<file path="config.mk">
export PLATFORM = sky130hd
export DESIGN_NAME = alu_flags_unit
export DESIGN_NICKNAME = d
export VERILOG_FILES = /design/src/rtl/alu_flags_unit.sv
export SDC_FILE = /design/constraint.sdc
export NUM_CORES = 1
export LEC_CHECK = 0
export ABC_AREA = 1
export CORE_ASPECT_RATIO = 1.5
export CORE_MARGIN = 1.5
export CORE_UTILIZATION = 28
export DETAILED_ROUTE_END_ITERATION = 8
export GPL_TIMING_DRIVEN = 0
export MAX_ROUTING_LAYER = met4
export PLACE_DENSITY = 0.53
export SLEW_MARGIN = 20
export SYNTH_ARGS = -nofsm -noshare
export SYNTH_HDL_FRONTEND = slang
export SYNTH_SLANG_ARGS = --single-unit
</file>
<file path="constraint.sdc">
create_clock -name clk_i -period 3.13 [get_ports clk_i]
set_input_delay 0.313 -clock clk_i [delete_from_list [all_inputs] [get_ports clk_i]]
set_output_delay 0.313 -clock clk_i [all_outputs]
set_load 0.03 [all_outputs]
</file>
<file path="src/rtl/alu_flags_unit.sv">
// alu_flags_unit: carry/zero flag register fed by the ALU compare block, plus
// a branch-condition evaluator that answers queries through a valid/ready
// channel backed by a 2-entry in-order result FIFO. Queries see the flag
// values that will be registered at the same edge, so a same-cycle flag write
// is visible to the query.
module alu_flags_unit #(
  parameter int WORD_WIDTH = 8
) (
  input  logic       clk_i,
  input  logic       rst_i,
  input  logic       fw_valid_i,
  input  logic [1:0] op_i,
  input  logic       above_i,
  input  logic       below_i,
  input  logic       q_valid_i,
  input  logic [2:0] q_cond_i,
  output logic       q_ready_o,
  output logic       res_valid_o,
  input  logic       res_ready_i,
  output logic       res_taken_o,
  output logic [1:0] res_flags_o,
  output logic       cf_o,
  output logic       zf_o
);

  // The compared words never enter this block; the width only has to make sense.
  if (WORD_WIDTH < 1) begin : g_width_check
    $error("alu_flags_unit: WORD_WIDTH must be at least 1");
  end

  // FIFO entry layout: [2] taken, [1] ZF, [0] CF
  logic       cf_reg;
  logic       zf_reg;
  logic       cf_next;
  logic       zf_next;
  logic       taken_next;
  logic [1:0] count_reg;
  logic [2:0] slot_reg [2];
  logic [2:0] push_entry;
  logic       push;
  logic       pop;

  // Next flag values; above & below together (illegal) falls out as CF=1, ZF=0.
  always_comb begin
    cf_next = cf_reg;
    zf_next = zf_reg;
    if (fw_valid_i && op_i[0]) begin
      cf_next = below_i;
    end
    if (fw_valid_i && op_i[1]) begin
      zf_next = ~(above_i | below_i);
    end
  end

  // Condition evaluation on the bypassed (next) flag values.
  always_comb begin
    taken_next = 1'b0;
    case (q_cond_i)
      3'b000:  taken_next = 1'b1;
      3'b001:  taken_next = zf_next;
      3'b010:  taken_next = ~zf_next;
      3'b011:  taken_next = cf_next;
      3'b100:  taken_next = ~cf_next;
      3'b101:  taken_next = ~cf_next & ~zf_next;
      3'b110:  taken_next = cf_next | zf_next;
      default: taken_next = 1'b0;
    endcase
  end

  // Ready depends on state only, so a pop while full frees a slot next cycle.
  assign q_ready_o   = ~rst_i & (count_reg != 2'd2);
  assign push        = q_valid_i & q_ready_o;
  assign res_valid_o = (count_reg != 2'd0);
  assign pop         = res_valid_o & res_ready_i;
  assign push_entry  = {taken_next, zf_next, cf_next};

  assign res_taken_o = res_valid_o & slot_reg[0][2];
  assign res_flags_o = res_valid_o ? slot_reg[0][1:0] : 2'b00;
  assign cf_o        = cf_reg;
  assign zf_o        = zf_reg;

  // Flag register: updated every cycle from the next-value logic.
  always_ff @(posedge clk_i) begin
    if (rst_i) begin
      cf_reg <= 1'b0;
      zf_reg <= 1'b0;
    end else begin
      cf_reg <= cf_next;
      zf_reg <= zf_next;
    end
  end

  // Result FIFO: slot 0 is always the head; entries shift down on pop.
  always_ff @(posedge clk_i) begin
    if (rst_i) begin
      count_reg   <= 2'd0;
      slot_reg[0] <= 3'b000;
      slot_reg[1] <= 3'b000;
    end else begin
      case ({push, pop})
        2'b10: begin
          if (count_reg == 2'd0) begin
            slot_reg[0] <= push_entry;
          end else begin
            slot_reg[1] <= push_entry;
          end
          count_reg <= count_reg + 2'd1;
        end
        2'b01: begin
          slot_reg[0] <= slot_reg[1];
          count_reg   <= count_reg - 2'd1;
        end
        2'b11: begin
          // Count unchanged; the new entry lands behind whatever remains.
          if (count_reg == 2'd1) begin
            slot_reg[0] <= push_entry;
          end else begin
            slot_reg[0] <= slot_reg[1];
            slot_reg[1] <= push_entry;
          end
        end
        default: begin
        end
      endcase
    end
  end

endmodule

</file>
==> flow_summary.toml, run 1 <==
[clock_tree]
htreeDepth = 1
post_cts_buffers = 0
cts_tree = "built"
cts_resized = 0
cts_sinks = 10
cts_buffer_depth = 2
cts-root-buf = "clkbuf_8"
clk_latency_ns = 0.24
cts_buffers = 3
cts.clk_slew.worst_paths_ns = 0.05
cts_hold_buf = 0

[timing]
tightest_slew_ns = 0.453
hold_ws_ns = 0.380
setup_violations = 0
rsz0062_at_grt = "false"
clock_skew_ns = 0.00189
maxSlewHeadroom_pct = 69.5
final_hold_viol_count = 0
tns_ns = 0
drv_slew = 0
min_period_ns = 2.09
max_freq_ghz = 0.479
fin_crit_sh_pct = 66.8

[synth]
syn-cell-area_um2 = 782
synth_cells = 106
syn_nets = 124
syn_area_per_cell_um2 = 7.38
synth_top_area_share_pct = 23.0
synth.top_cells.by_count = "22 x inv_1, 20 x nand2_1, 12 x nor2_1"
synth_edf_count = 6
async_flop_share_pct = 0
yosysSeqAreaShare_pct = 33.3
synth_seq_cells = 10
synth_area_leaders = "edfxtp_1 23%, inv_1 11%, dfxtp_1 10%"
synth_top_area_cell = "edfxtp_1"
ys.warnings.count = 0
ys_types = 18
yosys.cell_count.top_type = "inv_1"
synth_flop_cell = "edfxtp_1"

[setup_path]
cp_data_required_time_ns = 2.82
worstPathArrival_ns = 1.78
critPathKind = "reg2out"
cpMostUsedCell = "inv_1"
crit_slowest_cell = "clkdlybuf4s50_1"
endpoint_kind = "output port"
cpPeakStageDelay_ns = 0.68
cp-startpoint = "count_reg[0]"
startpoint_type = "flop"
path_max_fanout = 5
worstReg2RegStart = "count_reg[0]"
worstPathCellList = "inv_1, ha_1, inv_1, clkdlybuf4s50_1"

[routing]
first_iter_violations = 14
wl_per_cell_um = 9.16
drt_wl_total_um = 1500
first_pass_iters = 4
ant_nets = 0
drc = 0
routed_via_density = 4.28
vias = 702

[die]
rows = 23
die_y_um = 67.7
initial_core_util_pct = 29.2
ios = 19
core-area_um2 = 2680
die_area_um2 = 3130
die_w_um = 46.2

[grt]
grt_overflow = 0
use_met2_pct = 19.4
grtUsageMet3_pct = 2.67
grt_max_degree = 9
grt_usage_pct = 12.2
grt_pass1_vias = 680
grt.busiest_layer = "met2"
grt_pass1_wl_um = 2570
global_route.usage.met1_pct = 11.5
grt_antenna_before_repair = 0

[run]
cap_violations = 0

[power]
p_leak_nw = 0.526
ir_drop_uv = 352
p_per_area_nw_per_um2 = 673

[placed_design]
gp_congestion = 0.770
dp_hpwl_um = 1230
dp_cells = 160
port-buffer-count = 17

[final_layout]
n_antenna_cell = 0
largest_reg_flops = 6
final_nets = 146
area_growth_pct = 34.7
num-fill-cells = 280
drive_above_1_share_pct = 15.0
layout.cells.non_filler = 164

[status]
status = "complete, no violations"

[hold_path]
worstHoldStart = "rst_i"
holdCritPathClass = "in2reg"
path summary, 6_finish.rpt:
| check | end | depth (start not counted) | slack [ns] |
|---|---|---|---|
| worst max-delay path | res_valid_o | 4 | 1.04 |
| worst min-delay path | zf_o | 2 | 0.38 |
| worst max register to register | slot_reg[0][1] | 13 | 1.11 |
| worst min register to register | count_reg[0] | 2 | 0.56 |
worst max-delay path: cells and delay by family, from the launching register on:
kind | cells | cell delay [ns]
buffers and inverters | 3 | 0.89
DFF | 1 | 0.38
adders and majority gates | 1 | 0.27
through the flow:
stage                     util [%]  instance area, µm²  total power, W  worst slack, ns
after floorplan                  -                 782        0.000441            0.978
after global placement        37.3                 998        0.000551             1.12
after detailed placement      37.3                 998        0.000554             1.09
after CTS                     39.4                1050        0.000720             1.03
after global routing          39.4                1050        0.000763            0.825
final                         39.4                1050        0.000710             1.04
cells by family after synthesis:
family,Yosys count,share of synthesized area (%)
buffers and inverters,24,11.8
DFF,10,33.3
adders and majority gates,6,9.60
and+or+nand+nor,53,34.6
AOI/OAI and AO/OA,11,8.48
xor gates and xnor gates,2,2.24
layout by cell type (no fill, tap or decap), drive strengths merged:
master	Yosys	routed
clkbuf	0	4
edfxtp	6	6
ha	6	6
inv	22	22
xor2	2	2
o21ai	6	6
buf	1	1
clkdlybuf4s50	0	17
nand2	29	29
dfxtp	4	4
nor2	13	13
nand3b	1	1
clkinv	1	1
a21oi	5	5
nand3	10	10
report_power, final:
group | switching (W) | leakage [nW] | internal (W)
combinational | 0.000209 | 0.401 | 0.000137
clock | 0.0000521 | 0.0288 | 0.000111
sequential | 0.0000174 | 0.0959 | 0.000184
layout make-up:
cell class              count  area, µm²  area share (%)
inverters                  23       87.6            8.31
plain buffers               1       5.00           0.475
flip-flops and latches     10        260            24.7
multi-input cells          72        429            40.7
repair buffers             17        170            16.2
clock buffers               4       55.1            5.23
well taps                  37       46.3            4.39
per-layer routing:
metal / part of all wire, % / routed length, µm / vias to the layer above
met4: 3.9 / 59 / 0
met3: 5.9 / 88 / 5
met1: 41 / 609 / 308
met2: 50 / 744 / 21
li1: - / - / 368
met5: 0 / 0 / -
(Power assumes the default switching activity.)
==> inputs of run 2 (changes only) <==
- clock period: 3.13 -> 2.1 ns (I/O delays scaled with it)
==> flow_summary.toml, run 2 (synthesis gave the netlist of run 1 again) <==
[status]
status = "complete, no violations"

[final_layout]
multiInputGateArea_um2 = 452
num-fill-cells = 301
final_area_um2 = 1060
final_nets = 146
drive_above_1_share_pct = 20.6
n_antenna_cell = 0
largest_reg_flops = 6
seq_area_um2 = 262
final_cell_mix = "20 x inv_1, 19 x nand2_1, 17 x clkdlybuf4s50_1"
area_growth_pct = 36.0
fin_util_pct = 39.7
final_common_cell = "inv_1"

[die]
die_area_um2 = 3130
initial_core_util_pct = 29.2
rows = 23
ios = 19
die_w_um = 46.2
core-area_um2 = 2680
die_y_um = 67.7

[grt]
grt_pass1_vias = 700
grt_overflow = 0
grt_pass1_wl_um = 2700
grt_antenna_before_repair = 0
grt_max_degree = 9
grt_usage_pct = 12.4

[routing]
first_pass_iters = 4
wl_per_cell_um = 9.74
drc = 0
ant_nets = 0
routed_via_density = 4.26
vias = 695
first_iter_violations = 8
drt_wl_total_um = 1590

[placed_design]
dp_hpwl_um = 1310
placed_area_um2 = 1000
gp_congestion = 0.768
port-buffer-count = 17

[power]
pwr-share-seq_pct = 28.4
ir_drop_uv = 466
p_sw_share_pct = 40.2
internal_power_w = 0.000635
power.switching_w = 0.000427
p_clk_share_pct = 18.4
p_per_area_nw_per_um2 = 999
p_total_w = 0.00106
combPwrFrac_pct = 53.1
p_leak_nw = 0.513

[timing]
final_hold_viol_count = 0
hold_ws_ns = 0.294
drv_slew = 0
fin_crit_sh_pct = 89.9
maxSlewHeadroom_pct = 70.2
rsz0062_at_grt = "false"
setup_violations = 0
max_freq_ghz = 0.530
min_period_ns = 1.89
clock_skew_ns = 0.00403
tns_ns = 0
tightest_slew_ns = 0.443

[clock_tree]
cts-root-buf = "clkbuf_8"
cts_buffers = 3
cts.clk_slew.worst_paths_ns = 0.04
cts_tree = "built"
cts_sinks = 10
cts_buffer_depth = 2
htreeDepth = 1
cts_hold_buf = 0
clk_latency_ns = 0.23

[hold_path]
holdCritPathClass = "in2reg"

[setup_path]
worstPathArrival_ns = 1.77
path_max_fanout = 3
cpMostUsedCell = "inv_1"
crit_slowest_cell = "o21ai_0"
critPathKind = "reg2reg"
startpoint_type = "flop"
worstPathCellList = "inv_1, ha_2, nor2_2, nand2_1, inv_1, ha_1, a21oi_1, o21ai_0"
endpoint_kind = "flop"
cp_data_required_time_ns = 1.98
cpPeakStageDelay_ns = 0.38

[run]
cap_violations = 0
## run 2: cell count changes in the layout (fill, tap and decap cells not counted), moves of 2 or more
cell,delta
ha_2,+2
ha_1,-3
inv_2,+2
inv_1,-2
## run 2: cell type report
type                    instances  share of cell area (%)
flip-flops and latches         10                    24.6
well taps                      37                    4.35
multi-input cells              72                    42.5
inverters                      23                    8.24
repair buffers                 17                    16.0
clock buffers                   3                    3.88
plain buffers                   1                   0.471
## run 2: timing repair
item / CTS / global route
setup endpoints to repair: 0 / 6
resized for setup: 0 / 8
buffers inserted: 0 / 0
## run 2: worst paths after layout
| kind | slack [ns] | depth (start not counted) | end | startpoint |
|---|---|---|---|---|
| worst max-delay path | 0.21 | 8 | slot_reg[0][3] | count_reg[0] |
| worst min-delay path | 0.29 | 2 | zf_o | rst_i |
| worst max register to register | 0.21 | 8 | slot_reg[0][3] | count_reg[0] |
| worst min register to register | 0.51 | 2 | count_reg[0] | count_reg[0] |
## run 2: metal layers
layer | global-route usage [%] | vias up | share of wire [%]
met1 | 11.6 | 302 | 38
met5 | - | - | 0
met4 | 6.43 | 0 | 1.9
met3 | 1.87 | 4 | 5.4
li1 | - | 368 | -
met2 | 23.1 | 21 | 54
## run 2: through the flow
stage / cells / setup WS (ns)
floorplan: 106 / 0.0921
global placement: 160 / 0.0835
detailed placement: 160 / 0.0498
CTS: 163 / 0.0401
global route: 163 / 0.00254
finish: 163 / 0.213
## run 2: power by group through the flow
stage	Clock (W)	Sequential, W	Combinational [W]
2_1_floorplan	0	0.000301	0.000361
3_3_place_gp	0	0.000301	0.000521
3_5_place_dp	0	0.000305	0.000529
4_1_cts	0.000199	0.000301	0.000533
5_1_grt	0.000209	0.000310	0.000628
6_report	0.000196	0.000302	0.000564
## run 2: critical path, delay by kind of cell, from the launching register on
family,cells,cell delay (ns)
buffers and inverters,2,0.17
AO/OA/AOI/OAI,2,0.46
AND/OR/NAND/NOR,2,0.18
adder cells (fa/ha/maj),2,0.38
flip-flops,1,0.34
